File: config.mk
export PLATFORM = sky130hd
export DESIGN_NAME = block_input_conditioner
export DESIGN_NICKNAME = d
export VERILOG_FILES = /design/src/rtl/block_input_conditioner.sv
export SDC_FILE = /design/constraint.sdc
export NUM_CORES = 1
export LEC_CHECK = 0
export ABC_CLOCK_PERIOD_IN_PS = 4100
export BUFFER_PORTS_ARGS = -buffer_cell sky130_fd_sc_hd__buf_2
export CAP_MARGIN = 20
export CELL_PAD_IN_SITES_DETAIL_PLACEMENT = 1
export CELL_PAD_IN_SITES_GLOBAL_PLACEMENT = 2
export CORE_MARGIN = 2
export CORE_UTILIZATION = 44
export DETAILED_ROUTE_END_ITERATION = 8
export PLACE_DENSITY_LB_ADDON = 0.15
export SYNTH_ARGS = -nofsm -noshare
export SYNTH_HDL_FRONTEND = slang
export SYNTH_SLANG_ARGS = --single-unit
File: constraint.sdc
create_clock -name clk -period 4.1 [get_ports clk]
set_clock_uncertainty 0.2 [all_clocks]
set_input_delay 0.41 -clock clk [delete_from_list [all_inputs] [get_ports clk]]
set_output_delay 0.41 -clock clk [all_outputs]
set_load 0.05 [all_outputs]
File: src/rtl/block_input_conditioner.sv
// -----------------------------------------------------------------------------
// block_input_conditioner
//
// Conditions the raw inputs of the control FSM. There are seven block-presence
// lines and one selector push-button. Each line goes through a two-flop
// synchroniser and then through its own debounce counter. A debounced button
// press advances a wrapping selector. Any change of the debounced block vector
// is flagged with a one-cycle pulse.
//
// Ports:
//   clk            system clock, all flops on rising edge
//   reset_n        asynchronous active-low reset, clears every flop
//   blocks_raw     [6:0] asynchronous raw block-presence lines (1 = present)
//   sel_btn_raw    asynchronous raw selector button (1 = pressed)
//   blocks         [6:0] debounced block-presence vector
//   selector       [2:0] selector value, counts 0..SEL_MAX then wraps
//   blocks_changed one-cycle pulse when blocks takes a new value
//   btn_state      debounced button level / FSM state (1 = PRESSED)
// -----------------------------------------------------------------------------
module block_input_conditioner #(
   parameter int DEBOUNCE_CYCLES = 1000,
   parameter int SEL_MAX         = 6
) (
   input  logic       clk,
   input  logic       reset_n,
   input  logic [6:0] blocks_raw,
   input  logic       sel_btn_raw,
   output logic [6:0] blocks,
   output logic [2:0] selector,
   output logic       blocks_changed,
   output logic       btn_state
);

   localparam int                 CNT_W    = $clog2(DEBOUNCE_CYCLES);
   localparam logic [CNT_W-1:0]   CNT_LAST = CNT_W'(DEBOUNCE_CYCLES - 1);
   localparam logic [2:0]         SEL_TOP  = 3'(SEL_MAX);

   typedef enum logic {
      RELEASED = 1'b0,
      PRESSED  = 1'b1
   } btn_fsm_t;

   // Channel 7 is the button, channels 6..0 are the block lines.
   logic [7:0]            sync_p0;
   logic [7:0]            sync_p1;
   logic [7:0][CNT_W-1:0] cnt_q;
   logic [7:0][CNT_W-1:0] cnt_d;
   logic [7:0]            deb;
   logic [7:0]            hit;
   logic [6:0]            blocks_d;
   logic [2:0]            sel_d;
   btn_fsm_t              state_q;
   btn_fsm_t              state_d;

   function automatic logic [2:0] sel_wrap_inc(input logic [2:0] v);
      return (v == SEL_TOP) ? 3'd0 : v + 3'd1;
   endfunction

   // The button FSM state doubles as the debounced button level.
   assign btn_state = (state_q == PRESSED);
   assign deb       = {btn_state, blocks};

   // ---- stage p0/p1: two-flop synchroniser ----
   always_ff @(posedge clk or negedge reset_n) begin
      if (!reset_n) begin
         sync_p0 <= '0;
         sync_p1 <= '0;
      end else begin
         sync_p0 <= {sel_btn_raw, blocks_raw};
         sync_p1 <= sync_p0;
      end
   end

   // ---- debounce: count consecutive cycles the synchronised level disagrees
   // ---- with the debounced level; a hit flips the debounced level.
   always_comb begin
      cnt_d = '0;
      hit   = '0;
      for (int i = 0; i < 8; i++) begin
         if (sync_p1[i] != deb[i]) begin
            if (cnt_q[i] == CNT_LAST) begin
               hit[i]   = 1'b1;
               cnt_d[i] = '0;
            end else begin
               cnt_d[i] = cnt_q[i] + CNT_W'(1);
            end
         end
      end
   end

   // A hit only occurs when the bit differs, so toggling yields the new level.
   assign blocks_d = blocks ^ hit[6:0];

   // Button FSM: a debounced rising edge advances the selector exactly once.
   always_comb begin
      state_d = state_q;
      sel_d   = selector;
      case (state_q)
         RELEASED: begin
            if (hit[7]) begin
               state_d = PRESSED;
               sel_d   = sel_wrap_inc(selector);
            end
         end
         PRESSED: begin
            if (hit[7]) begin
               state_d = RELEASED;
            end
         end
         default: state_d = RELEASED;
      endcase
   end

   // ---- stage p2: debounced outputs, change pulse, FSM ----
   always_ff @(posedge clk or negedge reset_n) begin
      if (!reset_n) begin
         cnt_q          <= '0;
         blocks         <= '0;
         blocks_changed <= 1'b0;
         selector       <= 3'd0;
         state_q        <= RELEASED;
      end else begin
         cnt_q          <= cnt_d;
         blocks         <= blocks_d;
         blocks_changed <= |hit[6:0];
         selector       <= sel_d;
         state_q        <= state_d;
      end
   end

endmodule

### After elaboration in Yosys (flattened, before gate mapping)

Cells that the tools add are included.
W data, S select, Z words.

* add/subtract/negate cells: 9
* eq/ne operators: 17
* multiplexer cells: 36
* bitwise logic cells: 2
* reductions and logical operators: 2

Operator list (count)
* $mux W10: 16
* $add A10 B1 Y10 const B: 8
* $eq A10 B10 Y1 const B: 8
* $mux W1: 18
* $ne A1 B1 Y1: 8
* $reduce_or A7 Y1: 1
* $xor A7 B7 Y7: 1
* $add A3 B1 Y3 const B: 1
* $eq A3 B3 Y1 const B: 1
* $mux W3: 1
* $pmux W1 S2: 1
* $reduce_and A2 Y1: 1
* $not A1 Y1: 1

* flip-flop bits (word level): 108
* bits of input ports: 10
* output and inout port bits: 12

### Depth between registers and ports, before layout

* depth after elaboration: 5
* gate-level depth with buffers: 6
* depth with buffers taken out: 5

### Worst setup path before layout

No wires, ideal clock.

* kind: reg-to-reg
* from: register with a tool-made name
* to: register blocks_changed
* library setup time: 0.139 ns
* arrival time: 1.493 ns
* data required time: 3.761 ns
* path slack: 2.269 ns
* cell stages (with the launch flop): 5
* buffers on the path: 0
* period minus slack after synthesis: 1.831 ns
* cells stage by stage: dfrtp_1 -> xnor2_1 -> inv_1 -> a22o_1 -> or4_1

RTL lines
* end signal, assigned: line 125 `blocks_changed <= |hit[6:0];`
* end, declared: line 30 `output logic blocks_changed,`

### Worst setup path after layout

* from: register cnt_q[20] (netlist name)
* to: register blocks_changed

* word-level cells in the longest chain between the ends: 4

RTL lines
* start, declared: line 46 `logic [7:0][CNT_W-1:0] cnt_q;`
* start signal, assigned: line 123 `cnt_q <= cnt_d;`
* $eq A10 B10 Y1: line 81 `if (cnt_q[i] == CNT_LAST) begin`
* $mux W1: line 81
* $mux W1: line 80 `if (sync_p1[i] != deb[i]) begin`
* $reduce_or A7 Y1: line 125

Every way passes these cells.
A chain may end at the register's enable or synchronous reset.

==> flow_summary.ini <==
[status]
status = finished clean

[critical_path]
critical_path_class = flop to flop
crit_path_max_incr_delay_ns = 0.53
rrSetupSlack_ns = 2.15
path_cells = ha_1, and2_1, nand4_1, o22ai_1, or4_1
critPathBufInv = 0
endpoint_kind = flop
cp.arrival_ns = 2.00
critPathLaunchType = flop
critPathMaxFanout = 3
reg2reg_from = cnt_q[20]
r2r-end = blocks_changed
critPathTopFamily = simple AND/OR/NAND/NOR gates
cp.required_ns = 4.15
reg2reg_depth = 5
slowest_stage = or4_1

[route]
dr.pass1.iters = 4
wl_mm = 8.26
vias = 3059
drcViolationCount = 0
vias_per_cell = 5.00
routedWlPerCell_um = 13.5
drt_iter0_drc = 83
ant_nets = 0

[yosys]
synth_top_area_share_pct = 57.6
synthTopCellsByArea = dfrtp_1, xnor2_1, nor2_1
synth_cell_types = 34
synth-async-reset-ratio_pct = 100
syn_avg_cell_area_um2 = 10.7
synth_cells = 437
synth-seq-cells = 108
synth_nets = 455
ys_top_cells_by_count = dfrtp_1, nor2_1, xnor2_1
synth_area_leader_cell = dfrtp_1
ys_seq_area_share_pct = 57.6
yosys_warnings = 0
yosysMostFrequentCell = dfrtp_1
synthesis.area_mm2 = 0.00469
synth_edf_count = 0
synth-main-ff-cell = dfrtp_1

[flow_run]
drv_cap = 0

[sta]
tightest_slew_ns = 0.624
setup_tns_ns = 0
maxSlewViolCount = 0
finalHoldViolations = 0
fin_hold_ws_ns = 0.148
setup_viol_count_final = 0
post-route-period-util_pct = 47.5
rsz0062_at_grt = no
timing.fmax_mhz = 514
slew_headroom_pct = 58.4
finalCriticalPeriod_ns = 1.95

[die]
die_area_mm2 = 0.0115
die_w_um = 107
die_y_um = 107
io_pins = 22
start_util_pct = 45.5
core_area_mm2 = 0.0103
core.rowCount = 37

[pwr]
swShare_pct = 23.3
cellLeakagePower_nw = 2.28
clkPwrFrac_pct = 33.2
pwr-share-comb_pct = 4.9
power_density_mw_per_mm2 = 344
p_int_mw = 1.38
switching_power_mw = 0.417
peakVddDrop_mv = 0.329
seqPwrFrac_pct = 61.9

[global_routing]
grt_usage_pct = 16.3
grt_first_pass_wirelength_mm = 14.8
gr-total-overflow = 0
grt_pass1_vias = 3244
antenna_found_initial = 0
grt_max_degree = 50

[final_layout]
drive_above_1_share_pct = 10.9
areaGrowthSynthToFinish_pct = 11.0
n_antenna_cell = 0
num-fill-cells = 1144
postLayoutCoreUtil_pct = 50.5
fin_nets = 490

[worst_hold_path]
hold_path_class = flop to flop
whs_path_depth = 0
whs_endpoint = sync_p1[5]
min_from = sync_p0[5]

[clock_network]
cts.sinks = 108
h-tree-depth = 3
cts-root-buf = clkbuf_8
cts_buffers = 9
clk_pin_slew_ns = 0.10
cts_tree = done
clockBufferDepth = 2
clkLatencyLatePin_ns = 0.38

[placed_design]
dp.final_hpwl_mm = 5.75
io_buffer_count = 21
gp_congestion = 0.714
kinds of logic after synthesis:
group	after synthesis	share of synthesized area, %
adder cells (fa/ha/maj)	8	2.13
multiplexers	9	2.32
flip-flops	108	57.6
buffers and inverters	22	2.00
AND/OR/NAND/NOR	209	21.3
AO/OA/AOI/OAI	10	1.44
XOR/XNOR	71	13.2
flip-flops by register name, indices dropped and copies added, names as in the netlist, named ones only:
name	cells
cnt_q	80
sync_p0	8
sync_p1	8
selector	3
blocks_changed	1
placed cells by master, fill, tap and decap left out, types with 2 or more instances in the layout:
cell / Yosys / final
o22ai_1: 2 / 2
mux2_4: 2 / 2
dfrtp_1: 108 / 108
and2_1: 4 / 4
nor3_1: 20 / 20
clkbuf_8: 0 / 11
mux2_2: 7 / 7
and3_1: 6 / 6
dlygate4sd3_1: 0 / 9
or4_1: 2 / 2
nand2b_1: 10 / 10
nand3_1: 20 / 20
buf_2: 3 / 20
or2_2: 3 / 3
xor2_1: 20 / 20
nand4_1: 13 / 13
inv_1: 14 / 14
and4_1: 2 / 2
a22o_1: 2 / 2
buf_4: 2 / 3
ha_1: 8 / 8
nor2_1: 92 / 92
or4_4: 2 / 2
a21oi_1: 2 / 2
xnor2_1: 51 / 51
nand2_1: 27 / 27
nor4_1: 4 / 4
cell type report:
type                       count  area, um2  share of cell area, %
sequential                   108       2700                   51.9
multi-input combinational    307       1900                   36.4
timing repair buffer          32        213                   4.08
tap                          136        170                   3.27
clock buffer                  12        155                   2.98
inverter                      14       52.6                   1.01
clock inverter                 3       21.3                  0.408
routing by layer:
layer  vias up  routed length (um)  GRT usage (%)
li1       1506                   -              -
met1      1524                3990           20.3
met2        20                3900           27.1
met3         9                 263           5.69
met4         0                  97           4.45
met5         -                   0              0
worst max-delay path by stage:
stage,start,end,slack (ns),cells past startpoint
6_report,cnt_q[20],blocks_changed,2.15,5
3_3_place_gp,cnt_q[50],blocks_changed,2.20,5
4_1_cts,cnt_q[20],blocks_changed,2.14,5
2_1_floorplan,flop,blocks_changed,2.27,4
5_1_grt,cnt_q[40],cnt_q[48],1.97,5
3_5_place_dp,cnt_q[20],blocks_changed,2.15,5
timing repair:
| action | in CTS | in global routing |
|---|---|---|
| gates resized for setup | 0 | 0 |
| hold buffers | 9 | 0 |
| endpoints found under the setup margin | 0 | 0 |
| hold endpoints to repair | 55 | 0 |
| buffers inserted | 0 | 0 |
metrics by stage:
stage	total power, mW	instances	cell area (um2)	setup slack, ns
6_report	1.79	612	5210	2.15
5_1_grt	1.89	612	5210	1.97
4_1_cts	1.84	612	5210	2.14
3_5_place_dp	1.22	588	4940	2.15
3_3_place_gp	1.21	588	4940	2.20
2_1_floorplan	1.18	437	4690	2.27
power groups by stage:
stage / clock network (mW) / registers, mW / logic (mW)
after floorplan: 0 / 1.13 / 0.0500
after global placement: 0 / 1.13 / 0.0838
after detailed placement: 0 / 1.13 / 0.0856
after CTS: 0.633 / 1.11 / 0.0927
after global routing: 0.666 / 1.12 / 0.106
final: 0.596 / 1.11 / 0.0885
(Power assumes the default switching activity.)
